===== src/rtl/spi_input_conditioner.sv =====
// Purpose: synchronize, debounce and edge-detect the asynchronous SPI pins (MOSI, SCLK, CS) into clk.
// Latency: a pin change held stable reaches *_cond and its edge pulse WAITTIME+2 edges after it is first sampled.
// Backpressure: none; every output is a free-running registered level or a one-cycle pulse.
module spi_input_conditioner #(
  parameter int COUNTERWIDTH = 3,
  parameter int WAITTIME     = 3
) (
  input  logic clk,
  input  logic reset,
  input  logic mosi_pin,
  input  logic sclk_pin,
  input  logic cs_pin,
  output logic mosi_cond,
  output logic mosi_posedge,
  output logic mosi_negedge,
  output logic sclk_cond,
  output logic sclk_posedge,
  output logic sclk_negedge,
  output logic cs_cond,
  output logic cs_posedge,
  output logic cs_negedge
);

  // Channel order: 0 = MOSI, 1 = SCLK, 2 = CS. CS idles high so it comes out of reset deasserted.
  localparam logic [2:0] RST_LEVEL = 3'b100;
  localparam logic [COUNTERWIDTH-1:0] WAIT_CNT = COUNTERWIDTH'(WAITTIME);

  logic [2:0] pin_vec;
  logic [2:0] cond_vec;
  logic [2:0] pos_vec;
  logic [2:0] neg_vec;

  assign pin_vec = {cs_pin, sclk_pin, mosi_pin};

  for (genvar g = 0; g < 3; g++) begin : g_ch
    logic                    sync1;
    logic                    sync2;
    logic                    cond;
    logic                    pos_q;
    logic                    neg_q;
    logic [COUNTERWIDTH-1:0] cnt;

    always_ff @(posedge clk) begin
      if (reset) begin
        sync1 <= RST_LEVEL[g];
        sync2 <= RST_LEVEL[g];
        cond  <= RST_LEVEL[g];
        cnt   <= '0;
        pos_q <= 1'b0;
        neg_q <= 1'b0;
      end else begin
        sync1 <= pin_vec[g];
        sync2 <= sync1;
        pos_q <= 1'b0;
        neg_q <= 1'b0;
        if (sync2 == cond) begin
          cnt <= '0;
        end else if (cnt != WAIT_CNT) begin
          cnt <= cnt + 1'b1;
        end else begin
          // Level held long enough: commit it and flag the direction for one cycle.
          cond  <= sync2;
          cnt   <= '0;
          pos_q <= sync2;
          neg_q <= ~sync2;
        end
      end
    end

    assign cond_vec[g] = cond;
    assign pos_vec[g]  = pos_q;
    assign neg_vec[g]  = neg_q;
  end

  assign mosi_cond    = cond_vec[0];
  assign mosi_posedge = pos_vec[0];
  assign mosi_negedge = neg_vec[0];
  assign sclk_cond    = cond_vec[1];
  assign sclk_posedge = pos_vec[1];
  assign sclk_negedge = neg_vec[1];
  assign cs_cond      = cond_vec[2];
  assign cs_posedge   = pos_vec[2];
  assign cs_negedge   = neg_vec[2];

endmodule


===== config.mk =====
export PLATFORM = sky130hd
export DESIGN_NAME = spi_input_conditioner
export DESIGN_NICKNAME = d
export VERILOG_FILES = /design/src/rtl/spi_input_conditioner.sv
export SDC_FILE = /design/constraint.sdc
export NUM_CORES = 1
export LEC_CHECK = 0
export ABC_AREA = 1
export BUFFER_PORTS_ARGS = -buffer_cell sky130_fd_sc_hd__buf_2
export CORE_MARGIN = 4
export CORE_UTILIZATION = 56
export DETAILED_ROUTE_END_ITERATION = 8
export PLACE_DENSITY = 0.75
export SLEW_MARGIN = 15
export SYNTH_ARGS = -nofsm -noshare
export SYNTH_HDL_FRONTEND = slang
export SYNTH_SLANG_ARGS = --single-unit

===== constraint.sdc =====
create_clock -name clk -period 1.87 [get_ports clk]
set_input_delay 0.374 -clock clk [delete_from_list [all_inputs] [get_ports clk]]
set_output_delay 0.374 -clock clk [all_outputs]
set_load 0.1 [all_outputs]

==> flow_metrics.env <==
export IMPL_stdcell_count=128
export IMPL_worstHoldPathType="in2reg"
export IMPL_grt_pass1_vias=542
export IMPL_yosysWarnings=0
export IMPL_critPathMaxFanout=5
export IMPL_syn_cell_area_um2=878
export IMPL_rsz0062_at_grt="false"
export IMPL_drt_iter0_drc=4
export IMPL_antenna_found_initial=0
export IMPL_grt_pass1_wl_mm=2.10
export IMPL_port_buffers=13
export IMPL_finalInstanceArea_um2=975
export IMPL_dieHeight_um=47.6
export IMPL_crit_buf_inv=1
export IMPL_swShare=0.210
export IMPL_p_int_w=0.000605
export IMPL_min_to="g_ch[2].sync1"
export IMPL_largest_register="g_ch.cnt"
export IMPL_min_period_ns=1.54
export IMPL_cpPeakStageDelay_ns=0.45
export IMPL_routed_via_density=4.59
export IMPL_ys_ff_latch=24
export IMPL_tightest_slew_ns=0.488
export IMPL_io_pins=14
export IMPL_track_usage=0.135
export IMPL_clk_transition_reported_paths_ns=0.12
export IMPL_core_area_um2=1490
export IMPL_die_x_um=47.6
export IMPL_fillers=125
export IMPL_first_pass_iters=4
export IMPL_r2r_slack_ns=0.72
export IMPL_start_util=0.590
export IMPL_clkPwrFrac=0.281
export IMPL_dp_cells=125
export IMPL_r2r_start="g_ch[0].cnt[0]"
export IMPL_hold_buffers=0
export IMPL_maxSlewHeadroom=0.677
export IMPL_critPathRequiredTime_ns=1.50
export IMPL_worst_r2r_path_depth=5
export IMPL_numCtsBuffers=3
export IMPL_path_cells="buf_2"
export IMPL_synth_top_cell_by_area="dfxtp_1"
export IMPL_yosysUniqueCellTypes=14
export IMPL_hold_viol_final=0
export IMPL_vias=587
export IMPL_syn_nets=108
export IMPL_dpl_instance_area_um2=952
export IMPL_nets=125
export IMPL_diodes=0
export IMPL_finalClockSkew_ns=0.00503
export IMPL_reg_top3="g_ch.cnt: 9 flops, g_ch.sync1: 3 flops, g_ch.sync2: 3 flops"
export IMPL_cts_tree="yes"
export IMPL_min_from="cs_pin"
export IMPL_std_cell_rows=14
export IMPL_drv_slew=0
export IMPL_yosys_top_cells_area="dfxtp_1 55%, inv_1 9.8%, ha_1 8.5%"
export IMPL_h_tree_depth=1
export IMPL_routedWlPerCell_um=8.95
export IMPL_startpoint_type="register"
export IMPL_cts_setup_buffers=0
export IMPL_post_route_period_util=0.823
export IMPL_end_kind="output port"
export IMPL_cts_resized=0
export IMPL_die_area_um2=2270
export IMPL_drive_gt1_frac=0.196
export IMPL_clock_path_buffers=2
export IMPL_final_util=0.655
export IMPL_switching_power_w=0.000161
export IMPL_worst_ep_arrival_time_ns=1.17
export IMPL_outcome="complete, no violations"
export IMPL_hold_slack_ns=0.237
export IMPL_yosysSeqAreaShare=0.547
export IMPL_synth_area_per_cell_um2=9.06
export IMPL_fmax_ghz=0.650
export IMPL_vdd_ir_drop_max_mv=0.514
export IMPL_dpl_hpwl_um=865
export IMPL_path_class="reg2out"
export IMPL_drc=0
export IMPL_tns_ns=0
export IMPL_power_density_nw_per_um2=786
export IMPL_clock_sinks=24
export IMPL_clkLatencyLatePin_ns=0.31
export IMPL_rr_endpoint="mosi_cond"
export IMPL_critPathTopFamily="buffers and inverters"
export IMPL_drt_wl_total_mm=1.15
export IMPL_maxCapViolCount=0
export IMPL_combPwrFrac=0.036
export IMPL_synth_top_area_share=0.547
export IMPL_syn2layout_area_growth_pct=11.0
export IMPL_grt_overflow_total=0
export IMPL_gp_congestion=0.775
export IMPL_largest_reg_flops=9
export IMPL_grt_max_degree=13
export IMPL_whs_path_depth=2
export IMPL_cts_root_buffer_cell="clkbuf_4"
export IMPL_synth_cells=97
export IMPL_drtAntennaViolNets=0
export IMPL_setup_viol=0
export IMPL_slowest_stage="buf_2"
export IMPL_power_leakage_nw=0.486
export IMPL_power_frac_seq=0.682
==> metrics by stage <==
stage	setup WS (ns)	total power, W
2_1_floorplan	0.445	0.000556
3_3_place_gp	0.703	0.000562
3_5_place_dp	0.675	0.000563
4_1_cts	0.317	0.000777
5_1_grt	0.265	0.000800
6_report	0.330	0.000766
==> layer usage <==
layer	global-route usage	vias to the layer above	part of all wire	wire length [µm]
li1	-	320	-	-
met1	0.152	252	0.47	537
met2	0.217	11	0.46	526
met3	0.0489	4	0.055	63
met4	0.0860	0	0.017	19
met5	0	-	0	0
==> cells in the final DEF (no fill, tap or decap) <==
master    instances
nand2_1          10
o21ai_0           1
nor2_1           17
nor2_4            3
or2_1             2
clkbuf_4          3
ha_1              6
nand4_1           4
dfxtp_1          24
a21oi_1           1
nand3_1           1
nand3_2           3
inv_1            23
buf_2            13
o211ai_1          1
==> worst max-delay path by stage <==
stage                         start              to  slack (ns)  depth (start not counted)
after floorplan             cs_cond  g_ch[2].cnt[0]        0.44                          3
after global placement    sclk_cond       sclk_cond        0.70                          1
after detailed placement  sclk_cond       sclk_cond        0.68                          1
after CTS                 sclk_cond       sclk_cond        0.32                          1
after global routing      sclk_cond       sclk_cond        0.26                          1
final                     sclk_cond       sclk_cond        0.33                          1
==> cell usage after synthesis <==
master / number
dfxtp_1: 24
nand3_1: 1
o211ai_1: 1
a21oi_1: 1
nand4_1: 4
nor2_1: 17
ha_1: 6
buf_6: 1
o21ai_0: 1
nor2_4: 3
nand3_2: 3
or2_1: 2
inv_1: 23
nand2_1: 10
==> layout make-up <==
class,instances,area [µm²],area share
Timing Repair Buffer,13,65.1,0.0668
Multi-Input combinational cell,49,300,0.308
Sequential cell,24,480,0.493
Inverter,23,86.3,0.0886
Tap cell,16,20.0,0.0205
Clock buffer,3,22.5,0.0231
==> cells by family (layout without fill, tap and decap cells) <==
kind of cell             after synthesis  in the layout  synth area share
AO/OA/AOI/OAI                          3              3            0.0199
flip-flops                            24             24             0.547
adder cells (fa/ha/maj)                6              6            0.0855
buffers and inverters                 24             39             0.111
AND/OR/NAND/NOR                       40             40             0.236
==> power groups by stage <==
stage / clock (W) / sequential, W / combinational, W
final: 0.000216 / 0.000523 / 0.0000280
after floorplan: 0 / 0.000534 / 0.0000226
after detailed placement: 0 / 0.000534 / 0.0000282
after CTS: 0.000225 / 0.000523 / 0.0000284
after global routing: 0.000243 / 0.000524 / 0.0000326
after global placement: 0 / 0.000534 / 0.0000272
No activity file was read; power rests on OpenSTA's default activity.
